**src/rtl/fb_dco_if.sv**
```systemverilog
// Control and status bundle between the loop filter and the DCO/feedback divider.
//
// Handshake: fcw_load is a single-cycle request pulse that carries fcw_in in the
// same cycle; the DCO always accepts it, and fcw_ack pulses for exactly one cycle
// on the cycle after the capture.
// There is no back-pressure, and a second load before the first one applies
// replaces it.
// The *_dbg signals expose internal state (accumulator, divider count, pending
// flag) for observation only.
interface fb_dco_if #(
  parameter int ACC_W = 16,
  parameter int DIV_W = 4
);
  logic             en;
  logic [ACC_W-1:0] fcw_in;
  logic             fcw_load;
  logic             fcw_ack;
  logic [DIV_W-1:0] div_n;
  logic             clk_fb;
  logic             fb_rise;
  logic [ACC_W-1:0] fcw_active;
  logic             clamped;
  logic [ACC_W-1:0] acc_dbg;
  logic [DIV_W-1:0] cnt_dbg;
  logic             pend_v_dbg;

  modport master (
    output en, fcw_in, fcw_load, div_n,
    input  fcw_ack, clk_fb, fb_rise, fcw_active, clamped,
           acc_dbg, cnt_dbg, pend_v_dbg
  );

  modport slave (
    input  en, fcw_in, fcw_load, div_n,
    output fcw_ack, clk_fb, fb_rise, fcw_active, clamped,
           acc_dbg, cnt_dbg, pend_v_dbg
  );
endinterface

```
**src/rtl/fb_dco_gen.sv**
```systemverilog
// Phase-accumulator DCO with a programmable overflow divider.
// It produces the DPLL feedback clock clk_fb and a rising-edge strobe.
// A new FCW is held pending and swapped in only on an accumulator overflow, so
// the output phase never jumps.
module fb_dco_gen #(
  parameter int               ACC_W     = 16,
  parameter int               DIV_W     = 4,
  parameter logic [ACC_W-1:0] FCW_MIN   = 16'h0010,
  parameter logic [ACC_W-1:0] FCW_MAX   = 16'h8000,
  parameter logic [ACC_W-1:0] FCW_RESET = 16'h0100
) (
  input  logic     clk,
  input  logic     rst_n,
  fb_dco_if.slave  bus
);

  logic [ACC_W-1:0] acc_q, acc_d;
  logic [ACC_W-1:0] fcw_active_q, fcw_active_d;
  logic [ACC_W-1:0] pend_q, pend_d;
  logic             pend_v_q, pend_v_d;
  logic [DIV_W-1:0] cnt_q, cnt_d;
  logic             clk_fb_q, clk_fb_d;
  logic             rise_q, rise_d;
  logic             ack_q, ack_d;
  logic             clamped_q, clamped_d;

  logic [ACC_W:0]   sum;
  logic             carry;
  logic [DIV_W-1:0] div_lim;
  logic             div_wrap;
  logic [ACC_W-1:0] fcw_lim;
  logic             req_clamped;

  // The extra top bit of the sum is the overflow that clocks the divider.
  assign sum      = {1'b0, acc_q} + {1'b0, fcw_active_q};
  assign carry    = sum[ACC_W];
  // A ratio of 0 behaves as 1.
  // The >= test lets a lowered ratio wrap on the very next carry.
  assign div_lim  = (bus.div_n == '0) ? '0 : bus.div_n - DIV_W'(1);
  assign div_wrap = (cnt_q >= div_lim);

  // Clamp the requested FCW into the legal range and flag when that happened.
  always_comb begin
    fcw_lim     = bus.fcw_in;
    req_clamped = 1'b0;
    if (bus.fcw_in < FCW_MIN) begin
      fcw_lim     = FCW_MIN;
      req_clamped = 1'b1;
    end else if (bus.fcw_in > FCW_MAX) begin
      fcw_lim     = FCW_MAX;
      req_clamped = 1'b1;
    end
  end

  // Next state: accumulate, divide overflows, apply pending FCW, capture loads.
  always_comb begin
    acc_d        = acc_q;
    cnt_d        = cnt_q;
    clk_fb_d     = clk_fb_q;
    rise_d       = 1'b0;
    fcw_active_d = fcw_active_q;
    pend_d       = pend_q;
    pend_v_d     = pend_v_q;
    ack_d        = 1'b0;
    clamped_d    = clamped_q;

    if (bus.en) begin
      acc_d = sum[ACC_W-1:0];
      if (carry) begin
        if (div_wrap) begin
          cnt_d    = '0;
          clk_fb_d = ~clk_fb_q;
          rise_d   = ~clk_fb_q;
        end else begin
          cnt_d = cnt_q + DIV_W'(1);
        end
      end
    end

    // While stopped there is no phase to protect, so apply without waiting.
    if (pend_v_q && (!bus.en || carry)) begin
      fcw_active_d = pend_q;
      pend_v_d     = 1'b0;
    end

    // A load after the apply above keeps the new request pending.
    if (bus.fcw_load) begin
      pend_d    = fcw_lim;
      pend_v_d  = 1'b1;
      ack_d     = 1'b1;
      clamped_d = req_clamped;
    end
  end

  // State registers; reset discards any pending request without acknowledging it.
  always_ff @(posedge clk or negedge rst_n) begin
    if (!rst_n) begin
      acc_q        <= '0;
      fcw_active_q <= FCW_RESET;
      pend_q       <= '0;
      pend_v_q     <= 1'b0;
      cnt_q        <= '0;
      clk_fb_q     <= 1'b0;
      rise_q       <= 1'b0;
      ack_q        <= 1'b0;
      clamped_q    <= 1'b0;
    end else begin
      acc_q        <= acc_d;
      fcw_active_q <= fcw_active_d;
      pend_q       <= pend_d;
      pend_v_q     <= pend_v_d;
      cnt_q        <= cnt_d;
      clk_fb_q     <= clk_fb_d;
      rise_q       <= rise_d;
      ack_q        <= ack_d;
      clamped_q    <= clamped_d;
    end
  end

  assign bus.fcw_ack    = ack_q;
  assign bus.clk_fb     = clk_fb_q;
  assign bus.fb_rise    = rise_q;
  assign bus.fcw_active = fcw_active_q;
  assign bus.clamped    = clamped_q;
  assign bus.acc_dbg    = acc_q;
  assign bus.cnt_dbg    = cnt_q;
  assign bus.pend_v_dbg = pend_v_q;

endmodule

```
**src/flat_wrapper.sv**
```systemverilog
// flat-port wrapper written by rule: the top's interface ports become plain ports
module fb_dco_gen_flat 
#(
  parameter int               ACC_W     = 16,
  parameter int               DIV_W     = 4,
  parameter logic [ACC_W-1:0] FCW_MIN   = 16'h0010,
  parameter logic [ACC_W-1:0] FCW_MAX   = 16'h8000,
  parameter logic [ACC_W-1:0] FCW_RESET = 16'h0100
)
  (clk, rst_n, bus_en, bus_fcw_in, bus_fcw_load, bus_div_n, bus_fcw_ack, bus_clk_fb, bus_fb_rise, bus_fcw_active, bus_clamped, bus_acc_dbg, bus_cnt_dbg, bus_pend_v_dbg);
  fb_dco_if #(.ACC_W(ACC_W), .DIV_W(DIV_W)) bus_i ();
  input  logic clk;
  input  logic rst_n;
  input wire logic [$bits(bus_i.en)-1:0] bus_en;
  input wire logic [$bits(bus_i.fcw_in)-1:0] bus_fcw_in;
  input wire logic [$bits(bus_i.fcw_load)-1:0] bus_fcw_load;
  input wire logic [$bits(bus_i.div_n)-1:0] bus_div_n;
  output wire logic [$bits(bus_i.fcw_ack)-1:0] bus_fcw_ack;
  output wire logic [$bits(bus_i.clk_fb)-1:0] bus_clk_fb;
  output wire logic [$bits(bus_i.fb_rise)-1:0] bus_fb_rise;
  output wire logic [$bits(bus_i.fcw_active)-1:0] bus_fcw_active;
  output wire logic [$bits(bus_i.clamped)-1:0] bus_clamped;
  output wire logic [$bits(bus_i.acc_dbg)-1:0] bus_acc_dbg;
  output wire logic [$bits(bus_i.cnt_dbg)-1:0] bus_cnt_dbg;
  output wire logic [$bits(bus_i.pend_v_dbg)-1:0] bus_pend_v_dbg;
  assign bus_i.en = bus_en;
  assign bus_i.fcw_in = bus_fcw_in;
  assign bus_i.fcw_load = bus_fcw_load;
  assign bus_i.div_n = bus_div_n;
  assign bus_fcw_ack = bus_i.fcw_ack;
  assign bus_clk_fb = bus_i.clk_fb;
  assign bus_fb_rise = bus_i.fb_rise;
  assign bus_fcw_active = bus_i.fcw_active;
  assign bus_clamped = bus_i.clamped;
  assign bus_acc_dbg = bus_i.acc_dbg;
  assign bus_cnt_dbg = bus_i.cnt_dbg;
  assign bus_pend_v_dbg = bus_i.pend_v_dbg;
  fb_dco_gen #(.ACC_W(ACC_W), .DIV_W(DIV_W), .FCW_MIN(FCW_MIN), .FCW_MAX(FCW_MAX), .FCW_RESET(FCW_RESET)) u_core (.clk(clk), .rst_n(rst_n), .bus(bus_i));
endmodule
```
**config.mk**
```make
export PLATFORM = sky130hd
export DESIGN_NAME = fb_dco_gen_flat
export DESIGN_NICKNAME = d
export VERILOG_FILES = /design/src/rtl/fb_dco_if.sv /design/src/rtl/fb_dco_gen.sv /design/src/flat_wrapper.sv
export SDC_FILE = /design/constraint.sdc
export NUM_CORES = 1
export LEC_CHECK = 0
export BUFFER_PORTS_ARGS = -buffer_cell sky130_fd_sc_hd__buf_2
export CAP_MARGIN = 20
export CORE_MARGIN = 5
export CORE_UTILIZATION = 30
export CTS_CLUSTER_DIAMETER = 50
export DETAILED_ROUTE_END_ITERATION = 12
export HOLD_SLACK_MARGIN = 0.1
export PLACE_DENSITY = 0.58
export SETUP_SLACK_MARGIN = 0.15
export SYNTH_ARGS = -nofsm -noshare
export SYNTH_HDL_FRONTEND = slang
export SYNTH_SLANG_ARGS = --single-unit
```
**constraint.sdc**
```tcl
create_clock -name clk -period 5.7 [get_ports clk]
set_input_delay 1.14 -clock clk [delete_from_list [all_inputs] [get_ports clk]]
set_output_delay 1.14 -clock clk [all_outputs]
set_load 0.005 [all_outputs]
```
# Word-level counts from Yosys, hierarchy flattened
# Cells that the tools add are included.
[totals]
regBits = 57
latchBits = 0
mem_bits_rw = 0
mem_bits_ro = 0
n_memories = 0
[op_classes]
add_sub_neg = 3
n_mul = 0
div_mod_pow = 0
magnitude_cmp = 3
eq_ne = 0
n_shift = 0
mux = 12
bitwise_logic = 1
n_reduce_logical = 7
[op_table]
columns = ["operator", "n"]
rows = [
  ["16-bit two-way mux", 2],
  ["16-bit by 16-bit adder with 17-bit output", 1],
  ["16-bit greater-than comparator (second input constant)", 1],
  ["16-bit by 5-bit less-than comparator with 1-bit output (second input constant)", 1],
  ["1-bit two-way mux", 8],
  ["4-bit two-way mux", 2],
  ["4-bit by 1-bit adder with 4-bit output (second input constant)", 1],
  ["4-bit greater-or-equal comparator", 1],
  ["4-bit logical NOT", 1],
  ["4-bit by 1-bit subtractor with 4-bit output (second input constant)", 1],
  ["3-bit AND reduction", 1],
  ["2-bit AND reduction", 1],
  ["2-bit nonzero test", 1],
  ["1-bit logical AND", 1],
  ["1-bit logical NOT", 1],
  ["1-bit logical OR", 1],
  ["1-bit inverter", 1],
]

# Depth between registers and ports, before layout
# Gate-level depths: netlist of the first run.
[logic_depth]
ltp_word = 6
depth_mapped = 10

# Least setup slack after synthesis of the first run
# No wires, ideal clock.
[synth_timing]
kind = "input to register"
from = "input port bus_div_n[1]"
to = "register u_core.cnt_q[2], in the netlist u_core.bus.cnt_dbg[2]"
setup_ns = 0.124
t_arrival_ns = 2.890
setup_slack_ns = 2.686
path_stages = 10
path_buffers = 0
cell_sequence = "or2_2 -> nor3b_1 -> a21oi_1 -> ha_1 -> o21a_1 -> nor2_1 -> a21oi_1 -> o21ai_0 -> and2_1 -> a211o_1"
[synth_between]
elab_chain_cells = 4
word_cells_on_any_way = 5
cone_classes = "add/sub (1); order compare (1); mux (2); reduce/logical (1)"
[synth_lines]
columns = ["element", "line_no", "source"]
rows = [
  ["start: declaration", "flat_wrapper.sv:17", "input wire logic [$bits(bus_i.div_n)-1:0] bus_div_n;"],
  ["4-bit by 1-bit subtractor with 4-bit output / 4-bit logical NOT (equally long branches)", "fb_dco_gen.sv:39", "assign div_lim = (bus.div_n == '0) ? '0 : bus.div_n - DIV_W'(1);"],
  ["4-bit two-way mux *", "fb_dco_gen.sv:39", ""],
  ["4-bit greater-or-equal comparator *", "fb_dco_gen.sv:40", "assign div_wrap = (cnt_q >= div_lim);"],
  ["4-bit two-way mux *", "fb_dco_gen.sv:70", "if (div_wrap) begin"],
  ["end signal: assignment", "fb_dco_gen.sv:112", "cnt_q <= cnt_d;"],
  ["end: declaration", "fb_dco_gen.sv:21", "logic [DIV_W-1:0] cnt_q, cnt_d;"],
]
# Every way passes the cells marked *; elsewhere a longest branch is shown, timed or not.
# A chain may end at the register's enable or synchronous reset.

# Final worst setup path of the first run
# Same ends and word-level chain as after synthesis.

==> metrics.md, run 1 <==
| Metric | Value |
|---|---|
| Crit path required time | `5.91 ns` |
| Max clock buf depth | `2` |
| Post-Syn Area | `3190 µm²` |
| Kind of critical path | `in -> reg` |
| Minimum clock period | `3.03 ns` |
| Met1 WL | `3330 µm` |
| Status | `finished, final reports clean` |
| CTS clk-pin slew, worst paths | `0.07 ns` |
| Worst ir drop on vdd | `174 µV` |
| FF-to-FF setup slack | `2.97 ns` |
| Share of the synthesized area in the top cell type | `0.440` |
| N_diodes | `0` |
| Place WS | `2.34 ns` |
| EDFF count, synth | `0` |
| Synth Area in XOR/XNOR | `0.0357` |
| Max Cap Violations | `0` |
| Multiplexer share of the synthesized area | `0.118` |
| R2R depth | `8` |
| DRT iter0 DRCs | `168` |
| HPWL Detailed | `5420 µm` |
| Seq cells post-synth | `57` |
| DRC | `0` |
| Pwr Density | `590 nW/µm²` |
| Simple-Gate Fraction of Synth Area | `0.118` |
| Critical Path AT | `3.24 ns` |
| Core Rows | `37` |
| Via count of the routed design | `2,352` |
| Fin Setup TNS | `0 ns` |
| Worst-Skew Late Latency | `0.33 ns` |
| GRT Overall Usage | `0.118` |
| Netlist cell types | `56` |
| Chip Width | `113 µm` |
| Worst rel slew slack | `0.407` |
| Gp weighted congestion | `0.788` |
| IO Count | `65` |
| Peak Freq | `330 MHz` |
| Largest family of logic cells by synthesized area | `compound AO/OA/AOI/OAI gates` |
| IO Port Bufs | `64` |
| Setup Skew | `0.00766 ns` |
| Post-CTS setup repair buffer count | `0` |
| TritonCTS clock tree | `yes` |
| Synth cell count leaders | `dfrtp_1, nand2_1, ha_1, inv_1, a21oi_1` |
| Max-slew violation count | `0` |
| Final Hold Viols | `0` |
| Synth area leaders | `dfrtp_1, ha_1, mux2_2` |
| Crit start category | `primary input` |
| Fin cells | `507` |
| Worst setup margin | `2.67 ns` |
| Mapped Cells | `301` |
| Top FF cell, synth | `dfrtp_1` |
| Layout cells sized above 1 | `0.302` |
| Core Region | `10,300 µm²` |
| RSZ-0062 raised after global routing | `no` |
| # hold bufs at CTS | `0` |
| Worst hold stages | `1` |
| DR WL met2 | `3280 µm` |
| Initial core utilization | `0.309` |
| Die height | `113 µm` |
| LEAKAGE | `1.84 nW` |
| Hold Path Class | `reg -> reg` |
| Placed cells | `491` |
| Die ar. | `12,800 µm²` |
| Mapped Nets | `347` |
| Number of global-route vias before repair | `2,416` |
| CP max FO | `7` |
| Ys async rst share | `1.00` |
| Root buffer cell | `clkbuf_8` |
| Post-CTS sizing | `0` |
| Wirelength per Cell | `14.1 µm` |
| Final Setup Violations | `0` |
| CTS sink cnt | `57` |
| First-pass GRT wire length | `12,200 µm` |
| Least-Margin Pin Slew | `0.889 ns` |
| Uppermost layer routed | `met4` |
| Yosys warning count | `0` |
| Most frequent cell after synthesis | `dfrtp_1` |
| Synth area leader | `dfrtp_1` |
| WHS | `0.472 ns` |
| Final Util | `0.370` |
| Met3 wire len | `404 µm` |
| Final Cycle Share | `0.532` |
| Synthesized-area fraction occupied by adder cells | `0.0887` |
| Final ANT Viol Nets | `0` |
| CTS H-tree depth | `3` |
| Seq/Total Area, Yosys | `0.448` |
| Critical path endpoint category | `flip-flop` |
| Vias per cell | `4.64` |
| Largest net degree at the start of global routing | `58` |
| GR Overflow Total | `0` |
| Layout Nets | `412` |
| CTS Buf Count | `9` |
| Area grow syn2layout | `19.7%` |
| Mapped Avg Cell Area | `10.6 µm²` |
| DRT Pass-1 Iters | `4` |
| Final WL | `7130 µm` |
| Area fraction in compound gates after synthesis | `0.145` |
| Antenna violations before repair | `0` |
==> worst paths after layout <==
kind	start	endpoint
setup reg to reg	u_core.bus.acc_dbg[0]	u_core.bus.fcw_active[4]
max in group asynchronous	rst_n	u_core.bus.acc_dbg[12]
setup / recovery	bus_div_n[1]	u_core.bus.cnt_dbg[2]
hold / removal	u_core.bus.clk_fb	u_core.bus.fb_rise
hold reg to reg	u_core.bus.clk_fb	u_core.bus.fb_rise
min in group asynchronous	rst_n	u_core.pend_q[0]
==> cell type report <==
| class | count | area [µm²] |
|---|---|---|
| Clock buffer | 11 | 141 |
| Clock inverter | 5 | 55.1 |
| Fill cell | 1048 | 6510 |
| Inverter | 22 | 82.6 |
| Multi-Input combinational cell | 211 | 1610 |
| Sequential cell | 57 | 1430 |
| Tap cell | 136 | 170 |
| Timing Repair Buffer | 65 | 328 |
==> cell families (layout without fill, tap and decap cells) <==
logic type                 after synthesis  count (layout)
and+or+nand+nor                         76              76
DFF                                     57              57
muxes                                   30              30
xor gates and xnor gates                13              13
adders and majority gates               22              22
AOI/OAI and AO/OA                       70              70
buffers and inverters                   33             103
==> cells in the final DEF (no fill, tap or decap), types with 3 or more instances in the layout <==
| cell | n |
|---|---|
| dfrtp_1 | 56 |
| nand2_1 | 24 |
| buf_2 | 64 |
| a21oi_1 | 17 |
| clkbuf_8 | 10 |
| mux2_2 | 14 |
| mux2_1 | 6 |
| o21bai_1 | 3 |
| xor2_1 | 6 |
| o21ai_0 | 16 |
| mux2_4 | 10 |
| nor3_1 | 5 |
| nor2_1 | 16 |
| xnor2_1 | 7 |
| inv_1 | 21 |
| nand3_1 | 8 |
| a21o_1 | 4 |
| a211oi_1 | 3 |
| o21ai_1 | 8 |
| ha_1 | 21 |
| and2_1 | 3 |
| o21a_1 | 3 |
==> sequential cells by signal (all words and copies together), names as in the netlist <==
signal and flops:
u_core.bus.acc_dbg 16, u_core.bus.clamped 1, u_core.bus.clk_fb 1, u_core.bus.cnt_dbg 4, u_core.bus.fb_rise 1, u_core.bus.fcw_ack 1, u_core.bus.fcw_active 16, u_core.bus.pend_v_dbg 1
u_core.pend_q 16
==> metrics by stage <==
stage	cell area (µm²)	total power [mW]
CTS	3810	2.28
detailed placement	3620	1.89
global placement	3620	1.86
finish	3810	2.25
global route	3810	2.47
floorplan	3190	1.57
==> critical path, cell delays in order <==
cell and delay, ns:
buf_2 0.12, or2_2 0.32, nor3b_1 0.20, a21oi_1 0.06
ha_1 0.27, o21a_1 0.10, nor2_1 0.03, a21oi_1 0.41
o21ai_0 0.13, and2_1 0.18, a211o_1 0.27
==> metal layers <==
layer / track usage / vias up
met2: 0.179 / 45
li1: - / 1204
met3: 0.0380 / 10
met1: 0.156 / 1093
met4: 0.0513 / 0
met5: 0 / -
==> report_power, final <==
| part | switching [mW] | leakage [nW] | internal, mW |
|---|---|---|---|
| clock | 0.163 | 0.0953 | 0.212 |
| combinational | 0.590 | 1.04 | 0.596 |
| sequential | 0.137 | 0.704 | 0.555 |
| total | 0.890 | 1.84 | 1.36 |
(Power assumes the default switching activity.)
==> run 2: changes to the inputs <==
Settings changed: ABC_AREA set to 1, PLACE_DENSITY 0.58 to 0.59.
Clock period 5.7 ns to 2.7 ns, I/O delays scaled along.
==> run 2 against run 1 <==
Against the previous run:
- final cell count is 33% higher
- first-iteration DRC count is 18% higher
- synthesized cell count is 52% higher
- combinational power is 74% higher
- routed wire length is 18% higher
- utilization is 0.20 points higher
- highest routed layer unchanged
==> metrics.md, run 2 <==
| Metric | Value |
|---|---|
| Reg area | `1430 µm² (unchanged)` |
| Root buffer cell | `clkbuf_16` |
| DRC | `0 (unchanged)` |
| Worst-Skew Late Latency | `0.33 ns (about the same)` |
| Seq/Total Area, Yosys | `0.415 (-0.0327)` |
| Kind of critical path | `reg -> reg` |
| Post-CTS sizing | `0 (unchanged)` |
| Minimum clock period | `2.13 ns` |
| CTS clk-pin slew, worst paths | `0.05 ns (-0.02 ns)` |
| Synth area leader | `dfrtp_1` |
| Commonest non-fill, non-tap cell in the layout | `nand2_1` |
| Worst Setup SP | `u_core.bus.acc_dbg[0]` |
| Netlist cell types | `32 (-43%)` |
| Final ANT Viol Nets | `0 (unchanged)` |
| Crit path required time | `2.97 ns (-2.94 ns)` |
| Max clock buf depth | `2 (unchanged)` |
| Mapped Cells | `459 (+52%)` |
| CTS H-tree depth | `3 (unchanged)` |
| Hold Path Class | `in -> async` |
| RSZ-0062 raised after global routing | `no` |
| Share of the synthesized area in the top cell type | `0.407 (-0.0321)` |
| GRT Overall Usage | `0.135 (+0.0170)` |
| Post-Syn Area | `3440 µm² (+7.9%)` |
| Core Rows | `39 (+5.4%)` |
| CTS sink cnt | `57 (unchanged)` |
| Core Region | `11,300 µm² (+9.7%)` |
| WHS | `0.202 ns (-0.270 ns)` |
| Multi-input gate area | `1750 µm² (+8.5%)` |
| LEAKAGE | `2.41 nW (+31%)` |
| Largest net degree at the start of global routing | `26 (-55%)` |
| Vias per cell | `4.55 (-1.9%)` |
| CTS Buf Count | `9 (unchanged)` |
| Final Hold Viols | `0 (unchanged)` |
| Antenna violations before repair | `0 (unchanged)` |
| Pwr Density | `1100 nW/µm² (+87%)` |
| Chip Width | `117 µm (+3.5%)` |
| Least-Margin Pin Slew | `0.568 ns (-0.321 ns)` |
| Critical Path AT | `2.40 ns (-0.84 ns)` |
| HPWL Detailed | `6700 µm (+24%)` |
| Synth area leaders | `dfrtp_1, nand2_1, ha_1` |
| Layout cells sized above 1 | `0.204 (-0.0981)` |
| TritonCTS clock tree | `yes` |
| IO Count | `65 (unchanged)` |
| Top FF cell, synth | `dfrtp_1` |
| Die height | `117 µm (+3.5%)` |
| N_diodes | `0 (unchanged)` |
| Fin Setup TNS | `0 ns (unchanged)` |
| Number of global-route vias before repair | `3,033 (+26%)` |
| Seq cells post-synth | `57 (unchanged)` |
| Post-CTS setup repair buffer count | `0 (unchanged)` |
| Synth cell count leaders | `nand2_1, dfrtp_1, inv_1, nand3_1, nor2_1` |
| # hold bufs at CTS | `0 (unchanged)` |
| Max Cap Violations | `0 (unchanged)` |
| Final WL | `8430 µm (+18%)` |
| Final Setup Violations | `0 (unchanged)` |
| Gp weighted congestion | `0.922 (+17%)` |
| EDFF count, synth | `0 (unchanged)` |
| Worst ir drop on vdd | `391 µV (+120%)` |
| R2r startpoint | `u_core.bus.acc_dbg[0]` |
| Critical path endpoint category | `flip-flop` |
| Layout Nets | `571 (+39%)` |
| Mapped Avg Cell Area | `7.49 µm² (-29%)` |
| Most frequent cell after synthesis | `nand2_1` |
| Most frequent cells in the layout | `nand2_1, buf_2, dfrtp_1, inv_1, nand3_1` |
| IO Port Bufs | `64 (unchanged)` |
| Crit start category | `flip-flop` |
| Fin cells | `673 (+33%)` |
| Setup Skew | `0.00529 ns (-0.00237 ns)` |
| Mapped Nets | `505 (+46%)` |
| Ys async rst share | `1.00 (unchanged)` |
| First-pass GRT wire length | `14,700 µm (+21%)` |
| Max-slew violation count | `0 (unchanged)` |
| Worst rel slew slack | `0.621 (+0.214)` |
| DRT iter0 DRCs | `198 (+18%)` |
| Status | `finished, final reports clean` |
| Number of fill cells | `1,216 (+16%)` |
| Area grow syn2layout | `22.3%` |
| Via count of the routed design | `3,064 (+30%)` |
| Yosys warning count | `0 (unchanged)` |
| Peak Freq | `469 MHz` |
| Die ar. | `13,700 µm² (+7.2%)` |
| Placed cells | `657 (+34%)` |
| Final Cycle Share | `0.790` |
| Initial core utilization | `0.304 (-0.00499)` |
| GR Overflow Total | `0 (unchanged)` |
| CP max FO | `18 (+11)` |
| Wirelength per Cell | `12.5 µm (-11%)` |
| DRT Pass-1 Iters | `4 (unchanged)` |
==> run 2: path summary, 6_finish.rpt <==
check / to / depth (start not counted) / slack [ns]
worst max-delay path: u_core.bus.fcw_active[15] / 11 / 0.57
worst min-delay path: u_core.bus.acc_dbg[1] / 1 / 0.20
worst max register to register: u_core.bus.fcw_active[15] / 11 / 0.57
worst min register to register: u_core.pend_q[6] / 2 / 0.48
max in group asynchronous: u_core.pend_q[10] / 2 / 1.85
min in group clk: u_core.pend_q[5] / 3 / 0.46
==> run 2: worst max-delay path, stage by stage, from the launching register on <==
cell	delay (ns)
dfrtp_1	0.39
ha_1	0.23
fa_1	0.38
nand2_1	0.09
nand2_1	0.08
nand3_1	0.10
nand2_2	0.10
nand2_4	0.08
nand3_4	0.18
nand2_4	0.27
nand2_1	0.09
nand2_1	0.07
==> run 2: layout make-up <==
class | count | area share
Timing Repair Buffer | 67 | 0.0815
Clock inverter | 5 | 0.0149
Sequential cell | 57 | 0.339
Clock buffer | 11 | 0.0601
Inverter | 52 | 0.0464
Tap cell | 143 | 0.0425
Multi-Input combinational cell | 338 | 0.415
==> run 2: per-layer routing <==
layer  up-vias  routed length (µm)  track usage
met1      1395                3970        0.178
met4         0                 114       0.0329
met5         -                   0            0
met2        61                3950        0.220
met3        11                 396       0.0401
li1       1597                   -            -
==> run 2: report_power, final <==
part           switching [mW]  total [mW]  internal, mW
logic                    1.23        2.07         0.837
registers               0.274        1.40          1.13
clock network           0.409        1.18         0.768
total                    1.92        4.65          2.73
==> run 2: cells by family after synthesis <==
logic type / Yosys count / synth area share
simple gates: 277 / 0.355
buf+inv: 64 / 0.0771
flops: 57 / 0.415
compound gates: 33 / 0.0553
fa+ha+maj: 22 / 0.0822
xor+xnor: 6 / 0.0153
==> run 2: stage by stage <==
step | total power [mW] | area, µm² | setup slack, ns | utilization
after detailed placement | 3.51 | 3890 | 0.372 | 0.344
final | 4.65 | 4210 | 0.566 | 0.372
after global placement | 3.46 | 3890 | 0.513 | 0.344
after floorplan | 2.86 | 3440 | 0.684 | -
after global routing | 5.11 | 4210 | 0.356 | 0.372
after CTS | 4.71 | 4210 | 0.544 | 0.372
